## config.mk

```make
export PLATFORM = sky130hd
export DESIGN_NAME = multiples_sum_engine
export DESIGN_NICKNAME = d
export VERILOG_FILES = /design/src/rtl/multiples_sum_engine.sv
export SDC_FILE = /design/constraint.sdc
export NUM_CORES = 1
export LEC_CHECK = 0
export ABC_AREA = 1
export BUFFER_PORTS_ARGS = -buffer_cell sky130_fd_sc_hd__buf_2
export CORE_MARGIN = 4
export CORE_UTILIZATION = 45
export CTS_CLUSTER_SIZE = 12
export DETAILED_ROUTE_END_ITERATION = 6
export PLACE_DENSITY = 0.71
export SLEW_MARGIN = 15
export SYNTH_ARGS = -nofsm -noshare
export SYNTH_HDL_FRONTEND = slang
export SYNTH_SLANG_ARGS = --single-unit
```

## constraint.sdc

```tcl
create_clock -name clk -period 5.2 [get_ports clk]
set_clock_uncertainty 0.2 [all_clocks]
set_input_delay 0 -clock clk [delete_from_list [all_inputs] [get_ports clk]]
set_output_delay 0 -clock clk [all_outputs]
set_load 0.02 [all_outputs]
```

## src/rtl/multiples_sum_engine.sv

```systemverilog
// rtl/multiples_sum_engine.sv - sums naturals below limit that are multiples of any of N_DIV divisors
// Optional hit counter output enabled by defining MULT_SUM_HITS_EN.
module multiples_sum_engine #(
    parameter int W     = 16,
    parameter int SUM_W = 32,
    parameter int N_DIV = 2
) (
    input  logic               clk,
    input  logic               rst_n,
    input  logic               start,
    input  logic [W-1:0]       limit,
    input  logic [N_DIV*W-1:0] div_flat,
    output logic               busy,
    output logic               done,
    output logic [SUM_W-1:0]   sum,
    output logic               overflow,
    output logic               err
`ifdef MULT_SUM_HITS_EN
    ,
    output logic [W-1:0]       hits
`endif
);

    // Adder is wide enough for both operands plus a carry bit, whichever is wider.
    localparam int AW = ((SUM_W > W + 1) ? SUM_W : W + 1) + 1;
    localparam logic [W:0] N_ONE = 1;

    typedef enum logic [1:0] {
        S_IDLE,
        S_RUN,
        S_FIN
    } state_t;

    state_t             state_q;
    logic [W:0]         n_q;
    logic [W-1:0]       lim_q;
    logic [W-1:0]       d_q [N_DIV];
    logic [W-1:0]       r_q [N_DIV];
    logic [SUM_W-1:0]   sum_q;
    logic               busy_q;
    logic               done_q;
    logic               ovf_q;
    logic               err_q;
`ifdef MULT_SUM_HITS_EN
    logic [W-1:0]       hits_q;
`endif

    logic               hit_d;
    logic               zero_div_d;
    logic [AW-1:0]      acc_d;

    always_comb begin
        hit_d      = 1'b0;
        zero_div_d = 1'b0;
        for (int i = 0; i < N_DIV; i++) begin
            if (r_q[i] == '0) hit_d = 1'b1;
            if (div_flat[i*W +: W] == '0) zero_div_d = 1'b1;
        end
        acc_d = AW'(sum_q) + AW'(n_q);
    end

    always_ff @(posedge clk or negedge rst_n) begin
        if (!rst_n) begin
            state_q <= S_IDLE;
            n_q     <= '0;
            lim_q   <= '0;
            sum_q   <= '0;
            busy_q  <= 1'b0;
            done_q  <= 1'b0;
            ovf_q   <= 1'b0;
            err_q   <= 1'b0;
            for (int i = 0; i < N_DIV; i++) begin
                d_q[i] <= '0;
                r_q[i] <= '0;
            end
`ifdef MULT_SUM_HITS_EN
            hits_q  <= '0;
`endif
        end else begin
            case (state_q)
                S_IDLE: begin
                    done_q <= 1'b0;
                    if (start) begin
                        lim_q <= limit;
                        sum_q <= '0;
                        ovf_q <= 1'b0;
                        n_q   <= N_ONE;
`ifdef MULT_SUM_HITS_EN
                        hits_q <= '0;
`endif
                        for (int i = 0; i < N_DIV; i++) begin
                            d_q[i] <= div_flat[i*W +: W];
                            r_q[i] <= (div_flat[i*W +: W] == W'(1)) ? '0 : W'(1);
                        end
                        // A zero divisor skips RUN; FIN then spends one silent cycle first.
                        if (zero_div_d) begin
                            err_q   <= 1'b1;
                            state_q <= S_FIN;
                        end else begin
                            err_q   <= 1'b0;
                            busy_q  <= 1'b1;
                            state_q <= S_RUN;
                        end
                    end
                end
                S_RUN: begin
                    if (n_q < {1'b0, lim_q}) begin
                        if (hit_d) begin
                            sum_q <= acc_d[SUM_W-1:0];
                            if (|acc_d[AW-1:SUM_W]) ovf_q <= 1'b1;
`ifdef MULT_SUM_HITS_EN
                            hits_q <= hits_q + W'(1);
`endif
                        end
                        n_q <= n_q + N_ONE;
                        for (int i = 0; i < N_DIV; i++) begin
                            r_q[i] <= (r_q[i] == d_q[i] - W'(1)) ? '0 : r_q[i] + W'(1);
                        end
                    end else begin
                        busy_q  <= 1'b0;
                        done_q  <= 1'b1;
                        state_q <= S_FIN;
                    end
                end
                S_FIN: begin
                    if (done_q) begin
                        done_q  <= 1'b0;
                        state_q <= S_IDLE;
                    end else begin
                        done_q <= 1'b1;
                    end
                end
                default: begin
                    busy_q  <= 1'b0;
                    done_q  <= 1'b0;
                    state_q <= S_IDLE;
                end
            endcase
        end
    end

    assign busy     = busy_q;
    assign done     = done_q;
    assign sum      = sum_q;
    assign overflow = ovf_q;
    assign err      = err_q;
`ifdef MULT_SUM_HITS_EN
    assign hits     = hits_q;
`endif

endmodule

```

==> summary.md <==
| Metric | Value |
|---|---|
| Synth top area share | `33.92%` |
| Synth Warn # | `0` |
| Leak pwr | `5.766 nW` |
| Share of cells above drive strength 1 | `11.39%` |
| Num CTS Buffers | `17` |
| Mean Syn Cell Area | `7.000 µm²` |
| Most frequent CP cell | `nand2_4` |
| CTS root buf | `clkbuf_16` |
| Placed insts | `1739` |
| Initial antenna violation count | `0` |
| Post-CTS setup buffer count | `0` |
| Final TNS setup | `0 ps` |
| Status | `finished, final reports clean` |
| Layout area overhead | `19.08%` |
| Number of synthesized flops with an enable pin | `0` |
| Initial core utilization | `45.64%` |
| Post-synth top area cell | `dfrtp_1` |
| CP arrival | `3460 ps` |
| Vias in the first global route | `9108` |
| Post-route setup slack | `1835 ps` |
| Post-synthesis compound-gate area fraction | `9.559%` |
| Post-CTS sizing | `0` |
| Core Area | `21820 µm²` |
| DRT Wirelength | `27220 µm` |
| Antenna Nets Post-Route | `0` |
| IO Count | `87` |
| Count of input and output buffers | `86` |
| Post-Synth Adder-Cell Area | `5.477%` |
| Xor/xnor share of the synthesized area | `6.946%` |
| Crit Path Max Fanout | `81` |
| Routed vias/inst | `5.233` |
| Slew Limit Fails | `0` |
| #FFs+latches synth | `135` |
| Placer Congestion | `0.9341` |
| Fmax | `297.2 MHz` |
| Worst VDD drop | `0.3107 mV` |
| Die height | `156.8 µm` |
| Simple-gate share of the synthesized area | `34.05%` |
| Die X | `156.8 µm` |
| Overflow after GRT | `0` |
| DRC errors left | `0` |
| Relative slew margins | `45.34%` |
| Async SR Flop Fraction | `100.0%` |
| Final setup viols | `0` |
| RSZ-0062 raised after global routing | `false` |
| Site Rows | `54` |
| DR vias | `9650` |
| Top_reg_cell synth | `dfrtp_1` |
| # nets final | `1644` |
| Unique masters post-synth | `43` |
| Tmin final | `3365 ps` |
| Worst slew pin tran | `819.9 ps` |
| Final cell count without fillers | `1844` |
| Top post-synthesis cells by area | `dfrtp_1 (34%), nand2_1 (14%), inv_1 (6.6%), nand3_1 (5.4%), ha_1 (5.3%)` |
| Hold buffers post-CTS | `72` |
| CTS tree | `done` |
| GRT Total Usage | `22.32%` |
| Die Area | `24580 µm²` |
| Clock latency on the worst-skew pair | `430 ps` |
| Commonest non-fill, non-tap cells in the layout | `nand2_1 (375), inv_1 (176), dfrtp_1 (135), nor2_1 (130), nand3_1 (108)` |
| Startpoint class of the critical path | `register` |
| Cell area power density | `398.8 nW/µm²` |
| Nature of the critical path endpoint | `register` |
| Clk sinks | `135` |
| Worst-path cell chain | `inv_1, ha_2, inv_2, nor3_1, nand3_1, nor2_1, nand3_2, nand2_2, nand2_4, inv_4, nand2_4, nand2_1, o21ai_1` |
| Critical Setup Path Class | `register to register` |
| Detailed Place HPWL | `19440 µm` |
| Area occupied by multi-input gates | `5632 µm²` |
| FILL cells | `2068` |
| Routed wire per std cell | `14.76 µm` |
| Place WS | `1851 ps` |
| Synthesized cell area | `9961 µm²` |
| Post-synthesis mux area share | `0.4522%` |
| H-tree depth | `4` |
| Period utilization | `64.72%` |
| DR iter-0 viols | `669` |
| DRT Pass-1 Iters | `5` |
| First-pass GRT wire length | `44910 µm` |
| Max-cap viol count | `0` |
| Worst path max stage delay | `440 ps` |
| Largest net degree at the start of global routing | `84` |
| CP required | `5290 ps` |
| Most common cell after layout, fill and taps aside | `nand2_1` |
| Clock slew at reported path FFs | `70 ps` |
| Register area | `3378 µm²` |
| Combinational family with the most area after synthesis | `simple AND/OR/NAND/NOR gates` |
| CTS Buffer Depth | `2` |
| Slowest library cell on the worst path | `nand2_4` |
| Hold crit path type | `input pin to register` |
| Syn Nets | `1517` |
| Final hold slack | `160.3 ps` |
| Seq/Total Area, Yosys | `33.92%` |
| Mapped Cells | `1423` |
| Hold Fails Final Rpt | `0` |
layer usage:
metal | vias to the layer above | GRT usage, % | wire, µm
met4 | 0 | 6.653 | 577
met5 | - | 0 | 0
met3 | 48 | 3.291 | 1084
li1 | 4854 | - | -
met2 | 238 | 37.53 | 13140
met1 | 4510 | 29.90 | 12420
worst paths after layout:
check | from | endpoint | slack [ps] | cells after the start
min | limit[0] | lim_q[0] | 160 | 3
max | state_q[1] | sum[0] | 1830 | 13
min reg2reg | overflow | overflow | 290 | 2
max reg2reg | state_q[1] | sum[0] | 1830 | 13
max in group asynchronous | rst_n | n_q[1] | 3170 | 4
min in group asynchronous | rst_n | sum[19] | 490 | 3
synth_stat cells, types with 2 or more instances:
cell type  count
o21ai_1       36
nand3_1      108
dfrtp_1      135
nand2_2        5
nor3_1        25
nor4_1        17
nand2_1      376
nor3_2         2
nand3b_1      19
a21o_1         2
nor2_4         5
nor2_1       130
nand3_2       13
ha_1          42
clkbuf_2      12
buf_6          5
xnor2_1       30
o21ai_0       68
and2_1         2
or2_2          5
inv_2          4
clkbuf_1      21
o31ai_1        9
nand4_1       30
nor2_2         7
inv_1        176
nand2_4        3
buf_4          2
o21ai_2        5
mux2_2         4
or2_0          2
o21a_1         2
o21bai_1       4
a21oi_1       49
buf_2         12
xor2_1        49
area by class of cell:
type	count	share of cell area (%)
multi-input combinational	1054	47.48
sequential	135	28.48
timing repair buffer	161	9.947
inverter	181	5.749
clock buffer	19	3.734
tap	280	2.954
clock inverter	13	1.635
antenna	1	0.02110
registers in the layout, indices dropped and copies added (netlist names):
register and cells:
d_q 32, err 1, lim_q 16, overflow 1, done 1, n_q 17
busy 1, sum 32, state_q 2, r_q 32
per-stage QoR:
step	power (mW)	utilization, %	instance area [µm²]
floorplan	2.923	-	9961
global placement	3.232	48.12	10500
detailed placement	3.293	48.12	10500
CTS	4.748	54.34	11860
global route	5.074	54.34	11860
finish	4.730	54.35	11860
where the power goes:
group	switching, mW	total, mW	internal [mW]
combinational	1.24	1.89	0.644
sequential	0.244	1.52	1.28
clock	0.498	1.32	0.821
worst max-delay path: cells and delay by family, from the launching register on:
family	cells	cell delay [ps]
DFF	1	390
AOI/OAI and AO/OA	1	80
adders and majority gates	1	200
and+or+nand+nor	8	1650
buffers and inverters	3	670
cells by family after synthesis:
kind of cell / count (synthesis)
mux: 4
compound gates: 177
xor+xnor: 79
buf+inv: 234
simple gates: 751
flops: 135
fa+ha+maj: 43
Note: power is estimated with default switching activity, not from simulation.
